**config.mk**
```make
export PLATFORM = sky130hd
export DESIGN_NAME = axis_video_pattern_gen
export DESIGN_NICKNAME = d
export VERILOG_FILES = /design/src/rtl/axis_video_pattern_gen.sv
export SDC_FILE = /design/constraint.sdc
export NUM_CORES = 1
export LEC_CHECK = 0
export ABC_AREA = 0
export BUFFER_PORTS_ARGS = -buffer_cell sky130_fd_sc_hd__buf_2
export CAP_MARGIN = 20
export CORE_AREA = 2 2 95 97
export DETAILED_ROUTE_END_ITERATION = 7
export DIE_AREA = 0 0 97 99
export PLACE_DENSITY = 0.78
export SLEW_MARGIN = 0
export SYNTH_ARGS = -nofsm -noshare
export SYNTH_HDL_FRONTEND = slang
export SYNTH_SLANG_ARGS = --single-unit
```
**constraint.sdc**
```tcl
create_clock -name i_clk -period 2.4 [get_ports i_clk]
set_input_delay 0.24 -clock i_clk [delete_from_list [all_inputs] [get_ports i_clk]]
set_output_delay 0.24 -clock i_clk [all_outputs]
set_load 0.01 [all_outputs]
```
**src/rtl/axis_video_pattern_gen.sv**
```systemverilog
`default_nettype none
// +----------------------------------------------------------------------------+
// | axis_video_pattern_gen                                                     |
// | AXI4-Stream synthetic video source: ramps, checkerboard or LFSR pixels.    |
// | Rev 1.0                                                                    |
// +----------------------------------------------------------------------------+
module axis_video_pattern_gen #(
  parameter int P_DAT_WIDTH  = 8,
  parameter int P_IMG_WIDTH  = 200,
  parameter int P_IMG_HEIGHT = 200,
  parameter int P_HBLANK     = 4,
  parameter int P_VBLANK     = 16
) (
  input  logic                   i_clk,
  input  logic                   i_rstn,
  input  logic                   i_enable,
  input  logic [1:0]             i_pattern,
  output logic [P_DAT_WIDTH-1:0] o_maxis_tdata,
  input  logic                   i_maxis_tready,
  output logic                   o_maxis_tvalid,
  output logic                   o_maxis_tuser,
  output logic                   o_maxis_tlast,
  output logic                   o_frame_done,
  output logic [15:0]            o_frame_cnt
);

  localparam int C_HW        = $clog2(P_IMG_WIDTH);
  localparam int C_VW        = $clog2(P_IMG_HEIGHT);
  localparam int C_CW0       = (C_HW > C_VW) ? C_HW : C_VW;
  // Counters are at least 16 bits so every pixel bit and h[3]/v[3] exist.
  localparam int C_CW        = (C_CW0 > 16) ? C_CW0 : 16;
  localparam int C_BLANK_MAX = (P_HBLANK > P_VBLANK) ? P_HBLANK : P_VBLANK;
  localparam int C_BW        = (C_BLANK_MAX > 1) ? $clog2(C_BLANK_MAX) : 1;

  localparam logic [15:0]     C_LFSR_SEED = 16'hACE1;
  localparam logic [C_CW-1:0] C_H_LAST    = C_CW'(P_IMG_WIDTH - 1);
  localparam logic [C_CW-1:0] C_V_LAST    = C_CW'(P_IMG_HEIGHT - 1);
  localparam logic [C_BW-1:0] C_HB_LAST   = C_BW'(P_HBLANK - 1);
  localparam logic [C_BW-1:0] C_VB_LAST   = C_BW'(P_VBLANK - 1);

  typedef enum logic [1:0] {
    S_IDLE   = 2'd0,
    S_ACTIVE = 2'd1,
    S_HBLANK = 2'd2,
    S_VBLANK = 2'd3
  } state_t;

  state_t                 r_state;
  logic [C_CW-1:0]        r_hcnt;
  logic [C_CW-1:0]        r_vcnt;
  logic [C_BW-1:0]        r_blank_cnt;
  logic [15:0]            r_lfsr;
  logic [1:0]             r_pattern;
  logic [P_DAT_WIDTH-1:0] r_tdata;
  logic                   r_tvalid;
  logic                   r_tuser;
  logic                   r_tlast;
  logic                   r_frame_done;
  logic [15:0]            r_frame_cnt;

  state_t                 w_state_nxt;
  logic [C_CW-1:0]        w_hcnt_nxt;
  logic [C_CW-1:0]        w_vcnt_nxt;
  logic [C_BW-1:0]        w_blank_nxt;
  logic [15:0]            w_lfsr_nxt;
  logic [1:0]             w_pattern_nxt;
  logic                   w_done_nxt;
  logic [15:0]            w_frame_cnt_nxt;
  logic                   w_start;
  logic                   w_accept;
  logic                   w_valid_nxt;
  logic [15:0]            w_lfsr_step;
  logic [P_DAT_WIDTH-1:0] w_pixel;

  assign w_accept    = r_tvalid & i_maxis_tready;
  // Fibonacci taps 16,14,13,11 map to bits 15,13,12,10.
  assign w_lfsr_step = {r_lfsr[14:0], r_lfsr[15] ^ r_lfsr[13] ^ r_lfsr[12] ^ r_lfsr[10]};

  always_comb begin
    w_state_nxt     = r_state;
    w_hcnt_nxt      = r_hcnt;
    w_vcnt_nxt      = r_vcnt;
    w_blank_nxt     = r_blank_cnt;
    w_lfsr_nxt      = r_lfsr;
    w_pattern_nxt   = r_pattern;
    w_done_nxt      = 1'b0;
    w_frame_cnt_nxt = r_frame_cnt;
    w_start         = 1'b0;

    case (r_state)
      S_IDLE: begin
        if (i_enable) begin
          w_start = 1'b1;
        end
      end
      S_ACTIVE: begin
        if (w_accept) begin
          w_lfsr_nxt = w_lfsr_step;
          if (r_hcnt != C_H_LAST) begin
            w_hcnt_nxt = r_hcnt + 1'b1;
          end else if (r_vcnt != C_V_LAST) begin
            w_hcnt_nxt = '0;
            w_vcnt_nxt = r_vcnt + 1'b1;
            if (P_HBLANK != 0) begin
              w_state_nxt = S_HBLANK;
              w_blank_nxt = '0;
            end
          end else begin
            w_hcnt_nxt      = '0;
            w_vcnt_nxt      = '0;
            w_done_nxt      = 1'b1;
            w_frame_cnt_nxt = r_frame_cnt + 16'd1;
            if (P_VBLANK != 0) begin
              w_state_nxt = S_VBLANK;
              w_blank_nxt = '0;
            end else if (i_enable) begin
              w_start = 1'b1;
            end else begin
              w_state_nxt = S_IDLE;
            end
          end
        end
      end
      S_HBLANK: begin
        if (r_blank_cnt == C_HB_LAST) begin
          w_state_nxt = S_ACTIVE;
          w_blank_nxt = '0;
        end else begin
          w_blank_nxt = r_blank_cnt + 1'b1;
        end
      end
      default: begin
        if (r_blank_cnt == C_VB_LAST) begin
          w_blank_nxt = '0;
          if (i_enable) begin
            w_start = 1'b1;
          end else begin
            w_state_nxt = S_IDLE;
          end
        end else begin
          w_blank_nxt = r_blank_cnt + 1'b1;
        end
      end
    endcase

    // A frame start overrides everything else from the same edge.
    if (w_start) begin
      w_state_nxt   = S_ACTIVE;
      w_hcnt_nxt    = '0;
      w_vcnt_nxt    = '0;
      w_lfsr_nxt    = C_LFSR_SEED;
      w_pattern_nxt = i_pattern;
    end
  end

  assign w_valid_nxt = (w_state_nxt == S_ACTIVE);

  // Outputs are registered from next-state values so they line up with the beat.
  always_comb begin
    w_pixel = '0;
    case (w_pattern_nxt)
      2'd0:    w_pixel = w_hcnt_nxt[P_DAT_WIDTH-1:0];
      2'd1:    w_pixel = w_vcnt_nxt[P_DAT_WIDTH-1:0];
      2'd2:    w_pixel = {P_DAT_WIDTH{w_hcnt_nxt[3] ^ w_vcnt_nxt[3]}};
      default: w_pixel = w_lfsr_nxt[P_DAT_WIDTH-1:0];
    endcase
  end

  always_ff @(posedge i_clk) begin
    if (!i_rstn) begin
      r_state      <= S_IDLE;
      r_hcnt       <= '0;
      r_vcnt       <= '0;
      r_blank_cnt  <= '0;
      r_lfsr       <= C_LFSR_SEED;
      r_pattern    <= 2'd0;
      r_tdata      <= '0;
      r_tvalid     <= 1'b0;
      r_tuser      <= 1'b0;
      r_tlast      <= 1'b0;
      r_frame_done <= 1'b0;
      r_frame_cnt  <= 16'd0;
    end else begin
      r_state      <= w_state_nxt;
      r_hcnt       <= w_hcnt_nxt;
      r_vcnt       <= w_vcnt_nxt;
      r_blank_cnt  <= w_blank_nxt;
      r_lfsr       <= w_lfsr_nxt;
      r_pattern    <= w_pattern_nxt;
      r_tdata      <= w_valid_nxt ? w_pixel : '0;
      r_tvalid     <= w_valid_nxt;
      r_tuser      <= w_valid_nxt && (w_hcnt_nxt == '0) && (w_vcnt_nxt == '0);
      r_tlast      <= w_valid_nxt && (w_hcnt_nxt == C_H_LAST);
      r_frame_done <= w_done_nxt;
      r_frame_cnt  <= w_frame_cnt_nxt;
    end
  end

  assign o_maxis_tdata  = r_tdata;
  assign o_maxis_tvalid = r_tvalid;
  assign o_maxis_tuser  = r_tuser;
  assign o_maxis_tlast  = r_tlast;
  assign o_frame_done   = r_frame_done;
  assign o_frame_cnt    = r_frame_cnt;

endmodule
`default_nettype wire

```
==> metrics.txt, run 1 <==
Floorplan Core Area=8550 µm²; Final WS setup=-63.3 ps; WL final=13500 µm; critical path launch point type=flop; EDFF count, synth=0; Cell Area, Synth=4510 µm²; GRT Overall Usage=26.8%; initial antenna violation count=0; placer congestion estimate=0.947; row count=34; hold crit path type=in2reg; Die H=99 µm; syn_nets=557; Reg power frac=50.7%; Routed Antenna Nets=0; final setup vio count=3; cell internal pwr=0.00204 W; Slew HR=72.6%; minimum clock period=2460 ps; clk buf depth=2; peak fanout along the critical path=5; fin nets=677; Lkg Pwr=2.31 nW; Power Total=0.00281 W; vias in the first global route=4423; critical path cell sequence=ha_4, and4_1, nand4_1, buf_4, a211oi_2, o22ai_2, nor2_1, or4b_4, nor4_2; # DRC=0; asr flop ratio synth=0%; final worst-path cycle share=103%; maxcap violations=0; DP Worst Slack=-118 ps; Die Area=9600 µm²; Vias/cell=6.02; total number of vias=4669; peak supply drop=519 µV; Port Buffers=33; Crit path arrival time=2750 ps; boundary pin count=34; Iteration-0 DRC Markers=518; CTS Buf Count=9; Clk pin slew, worst setup/hold paths=100 ps; clock root cell=clkbuf_8; register area share after synthesis=37.3%; RSZ-0062 raised after global routing=yes; status=finished, violations left; CP endpoint kind=flop; CP max stage delay=480 ps; kind of critical path=reg2reg; fmax=406 MHz; drt pass-1 iters=5; H-Tree Depth=3; Slew Limit Fails=0; sw frac=27.4%; CTS tree=done; Detailed Place HPWL=9270 µm; clk_lat worst skew=360 ps; failing checks=negative setup slack; Largest delay share family, worst path=simple AND/OR/NAND/NOR gates; Area Overhead vs Synth=30.8%; clock sink count=84; Primary FF master, synth=dfxtp_1; combinational share of power=11.7%; grt ovf=0; Clock power frac=37.5%; synthesized instance count=543; ANT cells=0; largest net degree at the start of global routing=40; share of layout cells above drive strength 1=32.3%; post-detailed-route wirelength per cell=17.4 µm; Critical path buffers and inverters=1; Seq cells post-synth=84; Crit-path slowest cell=or4b_4; Worst Max-Slew Pin Slew=409 ps; Yosys Warn Count=0; synth unique cells=66; Psw=0.000769 W; initial core utilization=52.8%; Final Hold Viols=0; DIE WIDTH=97 µm; Pwr per Cell Area=476 nW/µm²; Worst EP required=2690 ps; Avg Inst Size Synth=8.31 µm²; Fin Clk Skew=16.6 ps; global-route wire length before repair=21200 µm
-- placed cells by master, fill, tap and decap left out, drive strengths merged, types with 2 or more instances in the layout --
cell type,Yosys,final
a21boi,9,9
buf,6,135
a221oi,4,4
and2,35,35
nand4,11,11
nand3,37,37
a21oi,22,22
xor2,9,9
and4,9,9
xnor2,33,33
nor3b,3,3
nor2,40,40
a31o,2,2
ha,8,8
clkbuf,20,10
a2bb2oi,2,2
dfxtp,84,84
a211oi,6,6
o22ai,6,6
a31oi,4,4
o31ai,3,3
nor3,16,16
clkinvlp,0,2
nand2,66,66
or3,14,14
nor4,14,14
o21ai,20,20
nand4b,2,2
and3,11,11
inv,11,13
a22oi,3,3
nand2b,4,4
mux2i,9,9
-- area by class of cell --
| type | count | area, µm² |
|---|---|---|
| well taps | 108 | 135 |
| flip-flops and latches | 84 | 1690 |
| clock buffers | 10 | 128 |
| repair buffers | 135 | 942 |
| inverters | 11 | 41.3 |
| multi-input cells | 422 | 2890 |
| fillers | 633 | 2650 |
| clock inverters | 6 | 71.3 |
-- power by group through the flow --
| stage | clock [W] | sequential (W) | combinational [W] |
|---|---|---|---|
| final | 0.00105 | 0.00142 | 0.000329 |
| after global routing | 0.00111 | 0.00143 | 0.000352 |
| after CTS | 0.00106 | 0.00142 | 0.000295 |
| after detailed placement | 0 | 0.00146 | 0.000289 |
| after global placement | 0 | 0.00146 | 0.000283 |
| after floorplan | 0 | 0.00146 | 0.000162 |
-- metal layers --
metal | GRT usage, % | wire length [µm]
met5 | 0 | 0
met4 | 10.3 | 443
met3 | 6.24 | 938
met2 | 45.8 | 6430
met1 | 33.0 | 5660
-- state kept, by name (all words and copies together) (netlist names) --
signal          count
o_maxis_tvalid      1
r_pattern           2
o_maxis_tdata       8
r_state             2
o_maxis_tlast       1
r_hcnt             16
r_vcnt             16
r_blank_cnt         4
o_maxis_tuser       1
r_lfsr             16
o_frame_done        1
o_frame_cnt        16
-- synth_stat cells, types with 8 or more instances --
cell type  count  share of area, %
dfxtp_1       84                37
nand2_1       66               5.5
nor2_1        40               3.3
nand3_1       37               4.1
and2_1        34               4.7
xnor2_1       33               6.4
a21oi_1       22               2.4
o21ai_0       17               1.9
clkbuf_1      16               1.3
nor3_1        15               1.7
inv_1         11              0.92
nor4_1        11               1.5
nand4_1       10               1.4
or3_1         10               1.4
a21boi_0       9               1.5
and3_1         9               1.2
mux2i_1        9               2.0
xor2_1         9               1.7
and4_1         8               1.6
ha_1           8               2.2
-- stage by stage --
step	area (µm²)	setup TNS, ps	hold WS [ps]	instances	utilization [%]
detailed placement	5440	-879	451	759	63.6
floorplan	4520	-73.5	431	543	-
global placement	5440	-424	440	759	63.6
finish	5900	-139	213	776	69.0
global route	5900	-850	205	776	69.0
CTS	5680	-60.5	186	775	66.5
-- path summary, 6_finish.rpt --
check,startpoint,end,slack [ps],cells past startpoint
worst max-delay path,r_vcnt[1],o_maxis_tuser,-60,9
worst min-delay path,i_rstn,r_state[1],210,2
worst max register to register,r_vcnt[1],o_maxis_tuser,-60,9
worst min register to register,r_lfsr[11],r_lfsr[12],460,2
-- cell families after synthesis --
kind of cell    share of synthesized area (%)
fa+ha+maj                                2.44
compound gates                           13.4
xor+xnor                                 8.15
simple gates                             32.6
mux                                      2.25
buf+inv                                  3.97
flops                                    37.3
-- timing repair --
| action | CTS | global route |
|---|---|---|
| endpoints found under the setup margin | 12 | 26 |
| pin swaps | 2 | 9 |
| hold buffers | 0 | 0 |
| gates resized for setup | 11 | 55 |
| setup buffers | 0 | 1 |
Power figures use the tool's default switching activity.
==> inputs of run 2 (changes only) <==
- CELL_PAD_IN_SITES_DETAIL_PLACEMENT: not set -> 1
- CELL_PAD_IN_SITES_GLOBAL_PLACEMENT: not set -> 2
- CORE_AREA: 2 2 95 97 -> 2 2 120 122
- DIE_AREA: 0 0 97 99 -> 0 0 122 124
- PLACE_DENSITY: 0.78 -> 0.79
==> metrics.txt, run 2 (synthesis results as in run 1) <==
status=finished, violations left; failing checks=negative setup slack; sw frac=27.0%; Critical path buffers and inverters=1; critical path launch point type=flop; Floorplan Core Area=13700 µm²; Vias/cell=5.35; hold crit path type=in2reg; Fin Clk Skew=7.13 ps; Area Overhead vs Synth=38.0%; initial core utilization=32.9%; GRT Overall Usage=21.4%; Slew HR=67.9%; RSZ-0062 raised after global routing=yes; Worst EP required=2670 ps; row count=43; kind of critical path=reg2reg; clk_lat worst skew=360 ps; clk buf depth=2; Worst Max-Slew Pin Slew=481 ps; CP endpoint kind=flop; grt ovf=0; Clk pin slew, worst setup/hold paths=70 ps; Pwr per Cell Area=505 nW/µm²; Final WS setup=-112 ps; Iteration-0 DRC Markers=185; Die Area=15100 µm²; final worst-path cycle share=105%; Die H=124 µm; most common cell after layout, fill and taps aside=buf_4; H-Tree Depth=3; peak supply drop=401 µV; Slew Limit Fails=0; Hold Slack=255 ps; Crit path arrival time=2780 ps; Routed Antenna Nets=0; total number of vias=4582; Reg power frac=45.5%; Finished Cell Area=6220 µm²; fmax=398 MHz; fin nets=686; largest net degree at the start of global routing=34; clock root cell=clkbuf_16; boundary pin count=34; vias in the first global route=4929; CTS Buf Count=9; peak fanout along the critical path=4; hold-fix buffer count after cts=0; initial antenna violation count=0; cell internal pwr=0.00230 W; DIE WIDTH=122 µm; placer congestion estimate=0.882; clock sink count=84; Psw=0.000848 W; Lkg Pwr=2.41 nW; area post-placement=5560 µm²; drt pass-1 iters=5; share of layout cells above drive strength 1=34.1%; final setup vio count=1; Detailed Place HPWL=11300 µm; maxcap violations=0; most frequent cells in the layout=buf_4 (109), dfxtp_1 (78), nand2_1 (64); minimum clock period=2510 ps; WL final=15400 µm; # DRC=0; Largest delay share family, worst path=simple AND/OR/NAND/NOR gates; CTS tree=done; combinational share of power=11.2%; ANT cells=0; Crit-path slowest cell=or4b_1; critical path cell sequence=nor4_4, buf_4, and4_2, nand2_1, o21ai_0, a21oi_2, or4b_1, nor4_2; post-detailed-route wirelength per cell=17.9 µm; Final Hold Viols=0; Port Buffers=33; CP max stage delay=540 ps; Clock power frac=43.3%; global-route wire length before repair=25100 µm
==> run 2: cell count changes in the layout (fill, tap and decap cells not counted), moves of 3 or more <==
cell / change
clkbuf_16: +9
a21boi_0: +3
clkbuf_8: -8
buf_4: +10
a21boi_1: -3
nor4_2: +3
==> run 2: per-stage QoR <==
step | utilization [%] | setup WS, ps | setup TNS, ps | power [W] | instances
finish | 45.4 | -112 | -112 | 0.00315 | 857
global route | 45.4 | -169 | -244 | 0.00327 | 857
CTS | 44.2 | -58.5 | -60.0 | 0.00317 | 854
detailed placement | 40.5 | -349 | -1840 | 0.00177 | 835
global placement | 40.5 | -158 | -653 | 0.00176 | 835
floorplan | - | -55.6 | -73.5 | 0.00162 | 543
==> run 2: routing by layer <==
layer	vias up	wire, µm	global-route usage [%]
met4	0	467	9.91
met5	-	0	0
met3	29	518	2.56
li1	2188	-	-
met1	2273	6580	25.5
met2	92	7800	38.5
==> run 2: path summary, 6_finish.rpt <==
check	startpoint	end	slack (ps)	depth (start not counted)
worst max-delay path	r_hcnt[10]	o_maxis_tuser	-110	8
worst min-delay path	i_rstn	r_vcnt[12]	260	2
worst max register to register	r_hcnt[10]	o_maxis_tuser	-110	8
worst min register to register	r_lfsr[11]	r_lfsr[12]	450	2
==> run 2: power groups by stage <==
stage | Clock [W] | Sequential [W] | Combinational [W]
6_report | 0.00136 | 0.00143 | 0.000353
5_1_grt | 0.00145 | 0.00143 | 0.000384
4_1_cts | 0.00140 | 0.00143 | 0.000338
3_5_place_dp | 0 | 0.00146 | 0.000306
3_3_place_gp | 0 | 0.00146 | 0.000298
2_1_floorplan | 0 | 0.00146 | 0.000162
==> run 2: timing repair <==
item | 4_1_cts | 5_1_grt
setup endpoints to repair | 15 | 19
resized for setup | 43 | 28
pin swaps | 6 | 4
setup buffers | 3 | 3
==> run 2: cell type report <==
| cell class | count | area (µm²) |
|---|---|---|
| Clock buffer | 10 | 239 |
| Clock inverter | 6 | 46.3 |
| Fill cell | 1645 | 7490 |
| Inverter | 11 | 41.3 |
| Multi-Input combinational cell | 422 | 2980 |
| Sequential cell | 84 | 1690 |
| Tap cell | 180 | 225 |
| Timing Repair Buffer | 144 | 1010 |
==> inputs of run 3 (changes only) <==
- CORE_AREA: 2 2 120 122 -> 2 2 111 113
- DIE_AREA: 0 0 122 124 -> 0 0 113 115
- PLACE_DENSITY: 0.79 -> 0.87
- clock period: 2.4 -> 3 ns (I/O delays scaled with it)
==> metrics.txt, run 3 (synthesis results as in run 1) <==
status=finished, violations left; failing checks=design-rule violations; final setup vio count=0; peak fanout along the critical path=10; CTS tree=done; Slew HR=53.2%; H-Tree Depth=3; Die H=115 µm; combinational share of power=8.8%; Port Buffers=33; Fillers=1448; Vias/cell=5.63; Reg power frac=45.8%; DIE WIDTH=113 µm; cell internal pwr=0.00186 W; ANT cells=0; grt ovf=0; setup TNS=0 ps; sw frac=25.6%; clock sink count=84; GRT Overall Usage=21.2%; # DRC=1; critical path launch point type=flop; clk_lat worst skew=350 ps; Fin Clk Skew=8.25 ps; Final Hold Viols=0; drt pass-1 iters=7; RSZ-0062 raised after global routing=no; minimum clock period=2830 ps; Area Overhead vs Synth=15.1%; hold crit path type=in2reg; initial antenna violation count=0; boundary pin count=34; most common cell after layout, fill and taps aside=dfxtp_1; kind of critical path=reg2reg; vias in the first global route=4183; Crit path arrival time=3080 ps; Slew Limit Fails=0; peak supply drop=329 µV; final worst-path cycle share=94.3%; Iteration-0 DRC Markers=243; largest net degree at the start of global routing=26; clock root cell=clkbuf_16; Psw=0.000638 W; maxcap violations=0; share of layout cells above drive strength 1=15.6%; initial core utilization=38.2%; post-detailed-route wirelength per cell=18.4 µm; Floorplan Core Area=11800 µm²; Clock power frac=45.5%; WL final=13400 µm; hold-fix buffer count after cts=0; most frequent cells in the layout=dfxtp_1 (84), nand2_1 (66), nor2_1 (40); Routed Antenna Nets=0; clk buf depth=2; Detailed Place HPWL=9820 µm; placer congestion estimate=0.932; Power Total=0.00249 W; row count=40; CP endpoint kind=flop; total number of vias=4124; Die Area=13000 µm²; Pwr per Cell Area=480 nW/µm²; Worst Max-Slew Pin Slew=701 ps; CTS Buf Count=9; global-route wire length before repair=21900 µm; Lkg Pwr=1.90 nW; fmax=354 MHz; fin nets=594; Worst EP required=3250 ps; Clk pin slew, worst setup/hold paths=70 ps
==> run 3: cell types whose count changed in the layout (fill, tap and decap cells not counted), moves of 5 or more <==
cell     before  now
nor4_1        6   11
dfxtp_2       5    0
nor4_2        6    1
buf_4       109   18
dfxtp_1      78   84
ha_1          3    8
==> run 3: timing repair <==
item	in CTS	in global routing
buffers inserted	0	0
gates resized for setup	0	4
setup endpoints to repair	0	2
==> run 3: layout make-up <==
type / instances / area, µm² / area share [%]
multi-input cells: 422 / 2670 / 51.4
well taps: 147 / 184 / 3.54
clock inverters: 7 / 73.8 / 1.42
repair buffers: 52 / 320 / 6.17
clock buffers: 9 / 225 / 4.34
flip-flops and latches: 84 / 1680 / 32.4
inverters: 11 / 41.3 / 0.795
==> run 3: per-stage QoR <==
stage                     util (%)  setup slack (ps)  area [µm²]  cells  hold slack [ps]
after floorplan                  -               405        4510    543              431
after global placement        41.3               244        4880    716              446
after detailed placement      41.3               164        4880    716              450
after CTS                     43.8              72.2        5180    732              335
after global routing          44.0              12.9        5190    732              350
final                         44.0               172        5190    732              346
==> run 3: final timing paths <==
check | cells after the start | startpoint | slack (ps) | end
setup reg to reg | 8 | r_hcnt[1] | 170 | o_maxis_tuser
hold / removal | 3 | i_enable | 350 | r_state[1]
hold reg to reg | 2 | r_lfsr[7] | 460 | r_lfsr[8]
setup / recovery | 8 | r_hcnt[1] | 170 | o_maxis_tuser
==> run 3: critical path: stages, from the launching register on <==
cell	delay (ps)
dfxtp_1	370
ha_1	210
and4_1	320
nand4_4	230
or3_2	580
nand2_1	190
a21oi_1	70
or4b_1	480
nor4_2	280
==> run 3: power groups by stage <==
stage / logic, W / registers [W] / clock network, W
detailed placement: 0.000212 / 0.00117 / 0
CTS: 0.000215 / 0.00114 / 0.00116
finish: 0.000218 / 0.00114 / 0.00113
global route: 0.000237 / 0.00114 / 0.00120
global placement: 0.000209 / 0.00117 / 0
floorplan: 0.000129 / 0.00117 / 0
==> run 3: routing by layer <==
metal | vias to the layer above | share of wire, % | GRT usage (%)
met5 | - | 0 | 0
met3 | 18 | 4.6 | 3.58
met4 | 0 | 1.4 | 5.77
met2 | 90 | 48 | 36.6
met1 | 2007 | 46 | 27.6
li1 | 2009 | - | -
